==> config.mk <==
export PLATFORM = sky130hd
export DESIGN_NAME = fitness_evaluator
export DESIGN_NICKNAME = d
export VERILOG_FILES = /design/src/rtl/fitness_evaluator.sv
export SDC_FILE = /design/constraint.sdc
export NUM_CORES = 1
export LEC_CHECK = 0
export CORE_MARGIN = 1.5
export CORE_UTILIZATION = 25
export DETAILED_ROUTE_END_ITERATION = 6
export GPL_ROUTABILITY_DRIVEN = 0
export PLACE_DENSITY = 0.51
export SLEW_MARGIN = 20
export SYNTH_ARGS = -nofsm -noshare
export SYNTH_HDL_FRONTEND = slang
export SYNTH_SLANG_ARGS = --single-unit
==> constraint.sdc <==
create_clock -name clk -period 8.1 [get_ports clk]
set_clock_uncertainty 0.2 [all_clocks]
set_input_delay 1.62 -clock clk [delete_from_list [all_inputs] [get_ports clk]]
set_output_delay 1.62 -clock clk [all_outputs]
set_load 0.05 [all_outputs]
==> src/rtl/fitness_evaluator.sv <==
// Fitness evaluator for a CGP node array: sweeps every input vector, compares the
// settled array outputs against a target truth table and reports the match count.
module fitness_evaluator #(
   parameter int inBit        = 4,
   parameter int outBit       = 1,
   parameter int settleCycles = 1,
   parameter int fitBit       = 6
) (
   input  logic                           clk,
   input  logic                           rst,
   input  logic                           start,
   input  logic [outBit-1:0]              blockResult,
   input  logic [(2**inBit)*outBit-1:0]   truthTable,
   output logic [inBit-1:0]               testVector,
   output logic                           busy,
   output logic                           done,
   output logic [fitBit-1:0]              fitness,
   output logic                           perfect
);

   localparam int N    = 2**inBit;
   localparam int CntW = (settleCycles > 1) ? $clog2(settleCycles) : 1;

   typedef enum logic [1:0] {IDLE, APPLY, SAMPLE, DONE} state_t;

   state_t             state_q;
   logic [inBit-1:0]   testVector_q;
   logic [CntW-1:0]    cnt_q;
   logic [fitBit-1:0]  acc_q;
   logic [fitBit-1:0]  acc_d;
   logic               busy_q;
   logic               done_q;
   logic [fitBit-1:0]  fitness_q;
   logic               perfect_q;
   logic [outBit-1:0]  expBits;
   logic [outBit-1:0]  matchBits;
   logic [fitBit-1:0]  matchCnt;

   // Matching bits for the current vector; only consumed while in SAMPLE.
   always_comb begin
      expBits   = truthTable[int'(testVector_q)*outBit +: outBit];
      matchBits = ~(blockResult ^ expBits);
      matchCnt  = '0;
      for (int i = 0; i < outBit; i++) begin
         matchCnt = matchCnt + fitBit'(matchBits[i]);
      end
      acc_d = acc_q + matchCnt;
   end

   always_ff @(posedge clk) begin
      if (rst) begin
         state_q      <= IDLE;
         testVector_q <= '0;
         cnt_q        <= '0;
         acc_q        <= '0;
         busy_q       <= 1'b0;
         done_q       <= 1'b0;
         fitness_q    <= '0;
         perfect_q    <= 1'b0;
      end else begin
         case (state_q)
            IDLE: begin
               done_q <= 1'b0;
               if (start) begin
                  testVector_q <= '0;
                  acc_q        <= '0;
                  cnt_q        <= '0;
                  busy_q       <= 1'b1;
                  state_q      <= APPLY;
               end
            end
            APPLY: begin
               if (cnt_q == CntW'(settleCycles - 1)) begin
                  state_q <= SAMPLE;
               end else begin
                  cnt_q <= cnt_q + 1'b1;
               end
            end
            SAMPLE: begin
               acc_q <= acc_d;
               // Final result is published on entry to DONE so it is valid with the pulse.
               if (testVector_q == inBit'(N - 1)) begin
                  done_q    <= 1'b1;
                  fitness_q <= acc_d;
                  perfect_q <= (acc_d == fitBit'(N * outBit));
                  state_q   <= DONE;
               end else begin
                  testVector_q <= testVector_q + 1'b1;
                  cnt_q        <= '0;
                  state_q      <= APPLY;
               end
            end
            DONE: begin
               done_q  <= 1'b0;
               busy_q  <= 1'b0;
               state_q <= IDLE;
            end
            default: state_q <= IDLE;
         endcase
      end
   end

   assign testVector = testVector_q;
   assign busy       = busy_q;
   assign done       = done_q;
   assign fitness    = fitness_q;
   assign perfect    = perfect_q;

endmodule
==> results.json <==
{
  "vdd_drop_max_v": 0.0000533,
  "grtUsageMet2_pct": 19.8,
  "post-cts-setup-buffer-count": 0,
  "rsz0062_at_grt": "false",
  "io_buffers": 32,
  "clk_pin_slew_ns": 0.08,
  "clockRootBuffer": "clkbuf_8",
  "r2r-start": "testVector[0]$_SDFFE_PP0P_",
  "ys_seq_area_share_pct": 35.6,
  "synth.distinct_cells": 36,
  "worstHoldPathType": "reg -> reg",
  "numCtsBuffers": 3,
  "syn_to_final_growth_pct": 34.3,
  "drtAntennaViolNets": 0,
  "cp.required_ns": 8.03,
  "critPathLaunchType": "primary input",
  "core_area_mm2": 0.00444,
  "busiest_layer": "met2",
  "dp_cells": 211,
  "yosys-top-cells-count": "21 x dfxtp_1, 18 x nor2_1, 13 x nand2_1",
  "die_height_um": 71.7,
  "ys_seq_elements": 21,
  "rows": 24,
  "dr.pass1.iters": 6,
  "gr-usage-met1_pct": 14.7,
  "grt_usage_pct": 11.5,
  "clkPwrFrac_pct": 27.9,
  "fill_cells": 466,
  "holdPathEnd": "fitness[0]$_SDFFE_PP0P_",
  "final.min_clock_period_ns": 4.27,
  "finalMaxSlewViolations": 0,
  "antenna_cells": 0,
  "crit_path_end_kind": "flip-flop",
  "cts_max_path_buffers": 2,
  "drtIter0Drc": 70,
  "switching_power_mw": 0.0776,
  "start_util_pct": 26.5,
  "pwr-share-comb_pct": 26.8,
  "num_io_pins": 33,
  "wl_per_cell_um": 13.1,
  "cts_tree": "done",
  "synth_edf_count": 0,
  "syn_inst": 133,
  "seqPwrFrac_pct": 45.3,
  "timing.final.ws_setup_ns": 3.83,
  "wl_um": 2820,
  "p_leak_nw": 0.565,
  "synth_area_mm2": 0.00118,
  "fmax_mhz": 234,
  "syn_nets": 159,
  "layout.nets": 190,
  "use_met3_pct": 3.09,
  "fin_crit_sh_pct": 52.7,
  "p_per_area_mw_per_mm2": 158,
  "pre_cts_slack_ns": 3.56,
  "ys.flop_type": "dfxtp_1",
  "hold_depth": 2,
  "grt_pass1_wl_um": 4840,
  "viasPerCell": 4.98,
  "synth.top_cell.area_share_pct": 35.6,
  "antenna_found_initial": 0,
  "yosys-top-cells-area": "dfxtp_1 36%, mux4_1 6.7%, ha_1 6.4%",
  "dpl_cell_area_mm2": 0.00154,
  "via_count": 1071,
  "grt_max_degree": 22,
  "cts_resized": 0,
  "cts_hold_buf": 0,
  "cts_max_level": 1,
  "finalSetupViolations": 0,
  "arrival_ns": 4.19,
  "die_w_um": 71.7,
  "async_flop_share_pct": 0,
  "final_cells": 215,
  "first_global_vias": 1082,
  "crit_type": "in -> reg",
  "grt.overflow.total": 0,
  "yosys.cell_count.top_type": "dfxtp_1",
  "slew_headroom_pct": 37.0,
  "worstReg2RegEnd": "acc_q[4]$_SDFFE_PP0P_",
  "finalPower_mw": 0.250,
  "drv_cap": 0,
  "internal-power_mw": 0.172,
  "synth_top_cell_by_area": "dfxtp_1",
  "drc": 0,
  "sw_frac_of_total_pct": 31.0,
  "cts_num_sinks": 21,
  "final_hold_viol_count": 0,
  "crit_fanout": 6,
  "clk_latency_ns": 0.26,
  "status": "complete, no violations",
  "min_from": "fitness[0]$_SDFFE_PP0P_",
  "reg2reg_depth": 9,
  "final_util_pct": 35.6,
  "r2r_setup_slack_ns": 4.91,
  "die_area_mm2": 0.00514,
  "drive_gt1_share_pct": 4.91,
  "tns_ns": 0,
  "design_area_mm2": 0.00158,
  "timing.hold.ws_ns": 0.260,
  "yosys_warnings": 0,
  "avgSynthCellArea_um2": 8.87,
  "dp_hpwl_um": 2080,
  "tightest_slew_ns": 0.919
}
-- state kept, by name, indices dropped and copies added (netlist names) --
| signal | flops |
|---|---|
| acc_q | 6 |
| state_q | 2 |
| testVector | 4 |
| fitness | 6 |
| perfect | 1 |
| done | 1 |
| busy | 1 |
-- logic make-up (layout without fill, tap and decap cells) --
| group | after synthesis | in the layout | synth area share [%] |
|---|---|---|---|
| and+or+nand+nor | 58 | 58 | 24.2 |
| AOI/OAI and AO/OA | 28 | 28 | 15.3 |
| DFF | 21 | 21 | 35.6 |
| buffers and inverters | 9 | 39 | 3.50 |
| adders and majority gates | 6 | 6 | 6.36 |
| muxes | 6 | 6 | 11.3 |
| xor gates and xnor gates | 5 | 5 | 3.71 |
-- layer usage --
layer | vias up | wire (µm)
met1 | 493 | 1300
met4 | 0 | 8
met5 | - | 0
li1 | 544 | -
met2 | 32 | 1340
met3 | 2 | 170
-- critical path: stages --
cell and delay (ns):
clkdlybuf4s50_1 0.39, mux4_1 0.50, mux4_2 0.49, xnor2_1 0.16, ha_1 0.21, ha_1 0.27, nand3_1 0.12, xnor2_1 0.16
a32oi_1 0.21, nor2_1 0.05
-- layout make-up --
type	instances	area, µm²	share of cell area (%)
multi-input cells	103	718	45.3
flip-flops and latches	21	420	26.5
repair buffers	32	320	20.2
well taps	52	65.1	4.11
clock buffers	3	41.3	2.61
inverters	3	11.3	0.711
clock inverters	1	7.51	0.474
-- layout by cell type, fill, tap and decap left out, types with 2 or more instances in the layout --
| cell type | synthesis | final |
|---|---|---|
| ha_1 | 6 | 6 |
| nor2_1 | 18 | 18 |
| clkbuf_8 | 0 | 3 |
| o21ai_0 | 6 | 6 |
| a32oi_1 | 4 | 4 |
| and2_1 | 2 | 2 |
| xnor2_1 | 4 | 4 |
| and4_1 | 2 | 2 |
| nor3b_1 | 3 | 3 |
| a21oi_1 | 9 | 9 |
| mux4_2 | 2 | 2 |
| dfxtp_1 | 21 | 21 |
| and3_1 | 2 | 2 |
| inv_1 | 3 | 3 |
| nor2b_1 | 3 | 3 |
| nand2_1 | 13 | 13 |
| nand2b_1 | 2 | 2 |
| clkdlybuf4s50_1 | 0 | 32 |
| mux4_1 | 3 | 3 |
| nor3_1 | 6 | 6 |
| nand3_1 | 4 | 4 |
-- power by group through the flow --
stage	sequential, mW	clock (mW)	combinational (mW)
floorplan	0.119	0	0.0411
global placement	0.116	0	0.0662
detailed placement	0.116	0	0.0671
CTS	0.113	0.0729	0.0674
global route	0.114	0.0773	0.0753
finish	0.113	0.0697	0.0670
-- worst max-delay path by stage --
stage                            end     startpoint  cells after the start  slack [ns]
2_1_floorplan   perfect$_SDFFE_PP0P_  truthTable[3]                      8        4.16
3_3_place_gp    perfect$_SDFFE_PP0P_  truthTable[3]                      9        3.63
3_5_place_dp   acc_q[4]$_SDFFE_PP0P_  truthTable[3]                     10        3.56
4_1_cts        acc_q[4]$_SDFFE_PP0P_  truthTable[3]                     10        3.83
5_1_grt        acc_q[4]$_SDFFE_PP0P_  truthTable[5]                     10        3.68
6_report       acc_q[4]$_SDFFE_PP0P_  truthTable[3]                     10        3.83
(Power assumes the default switching activity.)
